## src/rtl/apb_spi_pkg.sv

```systemverilog
// Shared register indices, bit positions and the configuration bundle for the
// APB SPI register bank.
package apb_spi_pkg;

  localparam int unsigned REG_CTRL   = 0;
  localparam int unsigned REG_CLKDIV = 1;
  localparam int unsigned REG_TXDATA = 2;
  localparam int unsigned REG_RXDATA = 3;
  localparam int unsigned REG_STATUS = 4;

  localparam int unsigned CTRL_EN     = 0;
  localparam int unsigned CTRL_CPOL   = 1;
  localparam int unsigned CTRL_CPHA   = 2;
  localparam int unsigned CTRL_IRQ_EN = 4;

  localparam int unsigned ST_BUSY    = 0;
  localparam int unsigned ST_TXFULL  = 1;
  localparam int unsigned ST_RXVALID = 2;
  localparam int unsigned ST_OVERRUN = 3;

  localparam int unsigned DIV_W = 16;

  typedef struct packed {
    logic             irq_en;
    logic             cpha;
    logic             cpol;
    logic             en;
    logic [DIV_W-1:0] div;
  } cfg_t;

  // A divider of zero would stall the engine, so it is promoted to one.
  function automatic logic [DIV_W-1:0] div_fix(input logic [DIV_W-1:0] v);
    return (v == '0) ? DIV_W'(1) : v;
  endfunction

endpackage

```

## src/rtl/apb_spi_flags.sv

```systemverilog
// TXFULL / RXVALID / OVERRUN status flags with their set/clear priorities:
// a receive event always beats a read-clear or a W1C in the same cycle.
module apb_spi_flags (
  input  logic i_clk,
  input  logic i_rst,
  input  logic i_tx_load,
  input  logic i_tx_hs,
  input  logic i_rx_valid,
  input  logic i_rx_clr,
  input  logic i_ovr_w1c,
  output logic o_txfull,
  output logic o_rxvalid,
  output logic o_overrun
);

  logic r_txfull;
  logic r_rxvalid;
  logic r_overrun;

  always_ff @(posedge i_clk) begin
    if (i_rst) begin
      r_txfull  <= 1'b0;
      r_rxvalid <= 1'b0;
      r_overrun <= 1'b0;
    end else begin
      // A load is only accepted while empty, so it never meets a handshake.
      if (i_tx_load)    r_txfull <= 1'b1;
      else if (i_tx_hs) r_txfull <= 1'b0;

      if (i_rx_valid)    r_rxvalid <= 1'b1;
      else if (i_rx_clr) r_rxvalid <= 1'b0;

      if (i_rx_valid && r_rxvalid) r_overrun <= 1'b1;
      else if (i_ovr_w1c)          r_overrun <= 1'b0;
    end
  end

  assign o_txfull  = r_txfull;
  assign o_rxvalid = r_rxvalid;
  assign o_overrun = r_overrun;

endmodule

```

## src/rtl/apb_spi_regs.sv

```systemverilog
// APB register bank for the SPI master: configuration, TX/RX holding registers,
// status and slave-error generation. Optional interrupt under APB_SPI_IRQ_EN.
module apb_spi_regs
  import apb_spi_pkg::*;
#(
  parameter int PWIDTH = 32,
  parameter int DWIDTH = 8,
  parameter int REGN   = 5
) (
  input  logic              PCLK,
  input  logic              PRESET,
  input  logic [REGN-1:0]   pselw,
  input  logic              dec_err,
  input  logic              PSEL,
  input  logic              PENABLE,
  input  logic              PWRITE,
  input  logic [PWIDTH-1:0] PWDATA,
  output logic [PWIDTH-1:0] PRDATA,
  output logic              PREADY,
  output logic              PSLVERR,
  output logic [DWIDTH-1:0] tx_data,
  output logic              tx_valid,
  input  logic              tx_ready,
  input  logic [DWIDTH-1:0] rx_data,
  input  logic              rx_valid,
  input  logic              busy,
  output logic              cfg_en,
  output logic              cfg_cpol,
  output logic              cfg_cpha,
  output logic [DIV_W-1:0]  cfg_div,
  output logic              irq
);

  cfg_t              r_cfg;
  logic [DWIDTH-1:0] r_txdata;
  logic [DWIDTH-1:0] r_rxdata;
  logic [PWIDTH-1:0] r_prdata;
  logic              r_rx_wait;

  logic              w_setup;
  logic              w_access;
  logic              w_rx_rd;
  logic              w_pready;
  logic              w_commit;
  logic              w_wr;
  logic              w_tx_load;
  logic              w_rx_clr;
  logic              w_ovr_w1c;
  logic              w_txfull;
  logic              w_rxvalid;
  logic              w_overrun;
  logic [PWIDTH-1:0] w_rdata;
  logic              w_unused;

  assign w_setup  = PSEL & ~PENABLE;
  assign w_access = PSEL & PENABLE;
  assign w_rx_rd  = w_access & ~PWRITE & pselw[REG_RXDATA];
  // RXDATA reads insert exactly one wait state on their first access cycle.
  assign w_pready = ~(w_rx_rd & ~r_rx_wait);
  assign w_commit = w_access & w_pready & ~dec_err;
  assign w_wr     = w_commit & PWRITE;

  assign w_tx_load = w_wr & pselw[REG_TXDATA] & ~w_txfull;
  assign w_rx_clr  = w_commit & ~PWRITE & pselw[REG_RXDATA];
  assign w_ovr_w1c = w_wr & pselw[REG_STATUS] & PWDATA[ST_OVERRUN];

  assign PREADY  = PRESET | w_pready;
  assign PSLVERR = ~PRESET & w_access &
                   (dec_err | (PWRITE & pselw[REG_RXDATA]) |
                    (PWRITE & pselw[REG_TXDATA] & w_txfull));

  always_comb begin
    w_rdata = '0;
    if (pselw[REG_CTRL]) begin
      w_rdata[CTRL_EN]     = r_cfg.en;
      w_rdata[CTRL_CPOL]   = r_cfg.cpol;
      w_rdata[CTRL_CPHA]   = r_cfg.cpha;
      w_rdata[CTRL_IRQ_EN] = r_cfg.irq_en;
    end
    if (pselw[REG_CLKDIV]) w_rdata[DIV_W-1:0]  = r_cfg.div;
    if (pselw[REG_RXDATA]) w_rdata[DWIDTH-1:0] = r_rxdata;
    if (pselw[REG_STATUS]) begin
      w_rdata[ST_BUSY]    = busy;
      w_rdata[ST_TXFULL]  = w_txfull;
      w_rdata[ST_RXVALID] = w_rxvalid;
      w_rdata[ST_OVERRUN] = w_overrun;
    end
  end

  always_ff @(posedge PCLK) begin
    if (PRESET) begin
      r_cfg     <= '{irq_en: 1'b0, cpha: 1'b0, cpol: 1'b0, en: 1'b0, div: DIV_W'(1)};
      r_txdata  <= '0;
      r_rxdata  <= '0;
      r_prdata  <= '0;
      r_rx_wait <= 1'b0;
    end else begin
      r_rx_wait <= w_rx_rd & ~r_rx_wait;
      // Read data is captured in setup so it holds through any wait state.
      if (w_setup) r_prdata <= w_rdata;
      if (w_wr && pselw[REG_CTRL]) begin
        r_cfg.en   <= PWDATA[CTRL_EN];
        r_cfg.cpol <= PWDATA[CTRL_CPOL];
        r_cfg.cpha <= PWDATA[CTRL_CPHA];
`ifdef APB_SPI_IRQ_EN
        r_cfg.irq_en <= PWDATA[CTRL_IRQ_EN];
`endif
      end
      if (w_wr && pselw[REG_CLKDIV]) r_cfg.div <= div_fix(PWDATA[DIV_W-1:0]);
      if (w_tx_load) r_txdata <= PWDATA[DWIDTH-1:0];
      if (rx_valid)  r_rxdata <= rx_data;
    end
  end

  apb_spi_flags u_flags (
    .i_clk      (PCLK),
    .i_rst      (PRESET),
    .i_tx_load  (w_tx_load),
    .i_tx_hs    (w_txfull & tx_ready),
    .i_rx_valid (rx_valid),
    .i_rx_clr   (w_rx_clr),
    .i_ovr_w1c  (w_ovr_w1c),
    .o_txfull   (w_txfull),
    .o_rxvalid  (w_rxvalid),
    .o_overrun  (w_overrun)
  );

`ifdef APB_SPI_IRQ_EN
  logic r_irq;
  always_ff @(posedge PCLK) begin
    if (PRESET) r_irq <= 1'b0;
    else        r_irq <= r_cfg.irq_en & (w_rxvalid | w_overrun | ~w_txfull);
  end
  assign irq = r_irq;
`else
  assign irq = 1'b0;
`endif

  assign PRDATA   = r_prdata;
  assign tx_data  = r_txdata;
  assign tx_valid = w_txfull;
  assign cfg_en   = r_cfg.en;
  assign cfg_cpol = r_cfg.cpol;
  assign cfg_cpha = r_cfg.cpha;
  assign cfg_div  = r_cfg.div;

  assign w_unused = ^{PWDATA, pselw};

endmodule

```

## config.mk

```make
export PLATFORM = sky130hd
export DESIGN_NAME = apb_spi_regs
export DESIGN_NICKNAME = d
export VERILOG_FILES = /design/src/rtl/apb_spi_pkg.sv /design/src/rtl/apb_spi_flags.sv /design/src/rtl/apb_spi_regs.sv
export SDC_FILE = /design/constraint.sdc
export NUM_CORES = 1
export LEC_CHECK = 0
export CORE_AREA = 2 2 82 84
export DETAILED_ROUTE_END_ITERATION = 7
export DIE_AREA = 0 0 84 86
export PLACE_DENSITY = 0.77
export SLEW_MARGIN = 0
export SYNTH_ARGS = -nofsm -noshare
export SYNTH_HDL_FRONTEND = slang
export SYNTH_SLANG_ARGS = --single-unit
```

## constraint.sdc

```tcl
create_clock -name PCLK -period 1.2 [get_ports PCLK]
set_input_delay 0.24 -clock PCLK [delete_from_list [all_inputs] [get_ports PCLK]]
set_output_delay 0.24 -clock PCLK [all_outputs]
set_load 0.05 [all_outputs]
```

# --- Yosys cells after proc, flatten, opt, wreduce, memory -nomap -nowiden ---
# Cells that the tools add are included.
classes:
  muxes: 11
  n_reduce_logical: 7
  bitwise_logic: 30
op_table:
  columns: ["op", "n"]
  rows:
  - ["$mux 16", 2]
  - ["$and 1x1->1", 20]
  - ["$logic_not 16->1", 1]
  - ["$mux 8", 1]
  - ["$not 1->1", 7]
  - ["$mux 1", 6]
  - ["$reduce_bool 2->1", 3]
  - ["$mux 4", 1]
  - ["$logic_and 1x1->1", 3]
  - ["$mux 3", 1]
  - ["$or 1x1->1", 3]
totals:
  output_inout_bits: 63
  regBits: 55
  inputBits: 54

# --- Depth between registers and ports, before layout ---
logic_depth:
  depth_word: 12
  depth_mapped: 5
  depth_no_buf: 3

# --- By module ---
# A second synthesis with hierarchy kept.
hier_totals:
  hier_cells: 294
  area_unflattened_um2: 2458.6
modules_own_cells:
  columns: ["mod", "cells_each", "area_per_inst_um2", "instances"]
  rows:
  - ["apb_spi_regs", 282, 2353.5, 1]
  - ["apb_spi_flags", 12, 105.1, 1]

# --- Worst setup path before layout ---
# Ideal clock, no wire load.
synth_timing:
  path_type: "register -> output"
  from: "reg u_flags.r_txfull (netlist: u_flags.o_txfull)"
  to: "out PSLVERR"
  setup_slack_ns: -0.982
  path_buffers: 0
  stages_incl_launch_ff: 4
  arrival_ns: 1.942
  cell_sequence: "dfxtp_1 -> a21o_1 -> a21oi_1 -> nor3_1"
synth_via:
  elab_chain_len: 3
synth_lines:
  columns: ["item", "line", "text"]
  rows:
  - ["start: declaration", "apb_spi_flags.sv:16", "logic r_txfull;"]
  - ["start signal: assignment", "apb_spi_flags.sv:22", "r_txfull <= 1'b0;"]
  - ["start signal: assignment", "apb_spi_flags.sv:27", "if (i_tx_load) r_txfull <= 1'b1;"]
  - ["start signal: assignment", "apb_spi_flags.sv:28", "else if (i_tx_hs) r_txfull <= 1'b0;"]
  - ["$and 1x1->1", "apb_spi_regs.sv:70", "(PWRITE & pselw[REG_TXDATA] & w_txfull));"]
  - ["$or 1x1->1", "apb_spi_regs.sv:69", "(dec_err | (PWRITE & pselw[REG_RXDATA]) |"]
  - ["$and 1x1->1", "apb_spi_regs.sv:68", "assign PSLVERR = ~PRESET & w_access &"]
  - ["end: declaration", "apb_spi_regs.sv:20", "output logic PSLVERR,"]
# No other way between the ends.

# --- Final worst setup path ---
# Same ends and word-level chain as after synthesis.

==> metrics <==
hold_buf cts 0; Die Y 86 um; initial antenna violation count 0; pre-CTS setup slack -0.463 ns; width of the die 84 um; worst min path class input port to flop; leakage power 1.53 nW; Power Dens Cells 925 mW/mm^2; I/O pin cnt 117; CTS tree built; status complete, but fails checks; layout cells sized above 1 0.286; largest net degree at the start of global routing 36; Wirelength per Cell 14.9 um; commonest non-fill, non-tap cell in the layout buf_12; top cell type's share of synthesized area 0.452; Max Fanout on Critical Path 2; global-route usage over all layers 0.191; CTS sink cnt 55; Final Cycle Share 1.17; Residual DRC 0; clock transition at the registers of the reported paths 0.09 ns; flop and latch count out of synthesis 55; fill cell count 496; grt ovf 0; final worst slack -0.210 ns; synthesized area 0.00244 mm^2; area leader, netlist dfxtp_1; r2r setup slk 0.08 ns; Max Cap Viol 0; TritonCTS Buffers 5; commonest cells after routing, fill and taps aside buf_12 (48), dfxtp_1 (46), a21oi_1 (45); post-synthesis sequential area ratio 0.452; post-synthesis mux area share 0.0328; failing checks negative setup slack; vias in the first global route 2,310; Pwr Total 3.73 mW; Crit. End Element output pin; Antenna diodes 0; Synth Instances 292; Vias 2,426; Area contributors post-synth dfxtp_1 (45%), a21oi_1 (9.4%), nand3_1 (7.0%), buf_4 (5.8%), o21ai_0 (5.5%); nature of the critical path startpoint flop; post-synthesis xor/xnor area fraction 0; worst r2r dst tx_data[0]$_SDFFE_PP0P_; Worst Hold Path Cells 2; 1st-iter DRT viols 186; site row count 29; hold path start PRESET; worst r2r src u_flags.o_txfull$_SDFFE_PP0P_; Setup CP Type flop to output pin; crit path time final 1.41 ns; HPWL after DPL 5330 um; Final Max Tran Viols 0; die area 0.00722 mm^2; Peak VDD IR 0.641 mV; deepest clock path buffer count 2; final hold violations 0; vias per cell 5.17; Clock Skews 0.00634 ns; Synth warnings 0; Routed Antenna Nets 0; clk root buf clkbuf_8; synth unique cells 28; first-pass GRT wire length 11,200 um; adder-cell share of the synthesized area 0; average size of a mapped cell 8.35 um^2; Pre-Repair DR Iteration Count 4; crit path DAT 1.17 ns; Compound-Gate Fraction of Synth Area 0.203; total wire length 6970 um; PortBufs 83; largest family of logic cells by synthesized area compound AO/OA/AOI/OAI gates; critical path launch point u_flags.o_txfull$_SDFFE_PP0P_; unrepaired setup endpoints after global routing yes; area delta synth->final 65.6%; H-tree levels 2; endpoints failing setup 2; core area 0.00628 mm^2; GPL Wtd Cong 0.859; nets 446; CP required 0.96 ns; worst reg2reg path depth 4; Skew-Pair Late Insertion Delay 0.30 ns; initial core utilization 0.388; f_max 709 MHz; simple-gate area share of the yosys netlist 0.186; Worst Hold End r_rx_wait$_SDFF_PP0_
power breakdown:
group	internal, mW	switching [mW]	total [mW]
Clock	0.454	0.552	1.01
Sequential	1.87	0.0465	1.92
Combinational	0.349	0.460	0.809
cell families after synthesis:
logic type	after synthesis
flops	55
mux	8
simple gates	90
other cells	1
buf+inv	50
compound gates	88
critical path, cell delays in order (launching register included):
cell	delay [ns]
dfxtp_4	0.35
a21o_1	0.16
a21oi_2	0.16
nor3_4	0.06
buf_12	0.14
routing by layer:
layer,part of all wire,GRT usage,vias to the layer above
met5,0,0,-
met2,0.50,0.311,93
met3,0.059,0.0510,10
met4,0.014,0.0557,0
met1,0.43,0.250,1126
li1,-,-,1197
repair_timing:
action	in CTS	in global routing
pin swaps	4	4
setup buffers	0	1
resized for setup	12	16
setup endpoints to repair	47	10
worst max-delay path by stage:
| stage | end | slack, ns | cells after the start |
|---|---|---|---|
| global route | PSLVERR | -0.27 | 4 |
| global placement | PREADY | -0.41 | 5 |
| CTS | PSLVERR | -0.23 | 4 |
| finish | PSLVERR | -0.21 | 4 |
| floorplan | PSLVERR | -0.14 | 3 |
| detailed placement | PRDATA[6]$_SDFFE_PP0P_ | -0.46 | 6 |
through the flow:
stage / utilization / instances / setup TNS, ns / hold WS [ns] / cell area (um^2)
after floorplan: - / 308 / -0.138 / 0.330 / 2530
after global placement: 0.624 / 461 / -17.15 / 0.427 / 3920
after detailed placement: 0.624 / 461 / -19.33 / 0.430 / 3920
after CTS: 0.640 / 468 / -0.456 / 0.115 / 4020
after global routing: 0.643 / 469 / -0.422 / 0.149 / 4040
final: 0.643 / 469 / -0.261 / 0.144 / 4040
cells in the mapped netlist, drive strengths merged:
cell and number:
nor3 1, conb 1, nor2b 3, buf 29
a21oi 46, a221o 4, a21o 1, nand3 34
a211oi 4, a41oi 1, dfxtp 55, mux2i 8
o41ai 1, clkbuf 12, inv 9, o21ai 27
and4b 1, nand3b 8, a311oi 4, nor2 17
nand4b 1, nand2 16, nand2b 3, nor4 5
nand4 1
registers in the layout (all words and copies together) (netlist names):
register and cells:
PRDATA 16, cfg_cpha 1, cfg_cpol 1, cfg_div 16, cfg_en 1, r_rx_wait 1, r_rxdata 8, tx_data 8
u_flags.o_overrun 1, u_flags.o_rxvalid 1, u_flags.o_txfull 1
area by class of cell:
type | instances | area, um^2 | area share
repair buffers | 118 | 1550 | 0.385
multi-input cells | 203 | 1150 | 0.285
flip-flops and latches | 55 | 1110 | 0.276
well taps | 77 | 96.3 | 0.0239
clock buffers | 6 | 82.6 | 0.0205
inverters | 9 | 33.8 | 0.00837
clock inverters | 1 | 5.00 | 0.00124
Power figures use the tool's default switching activity.
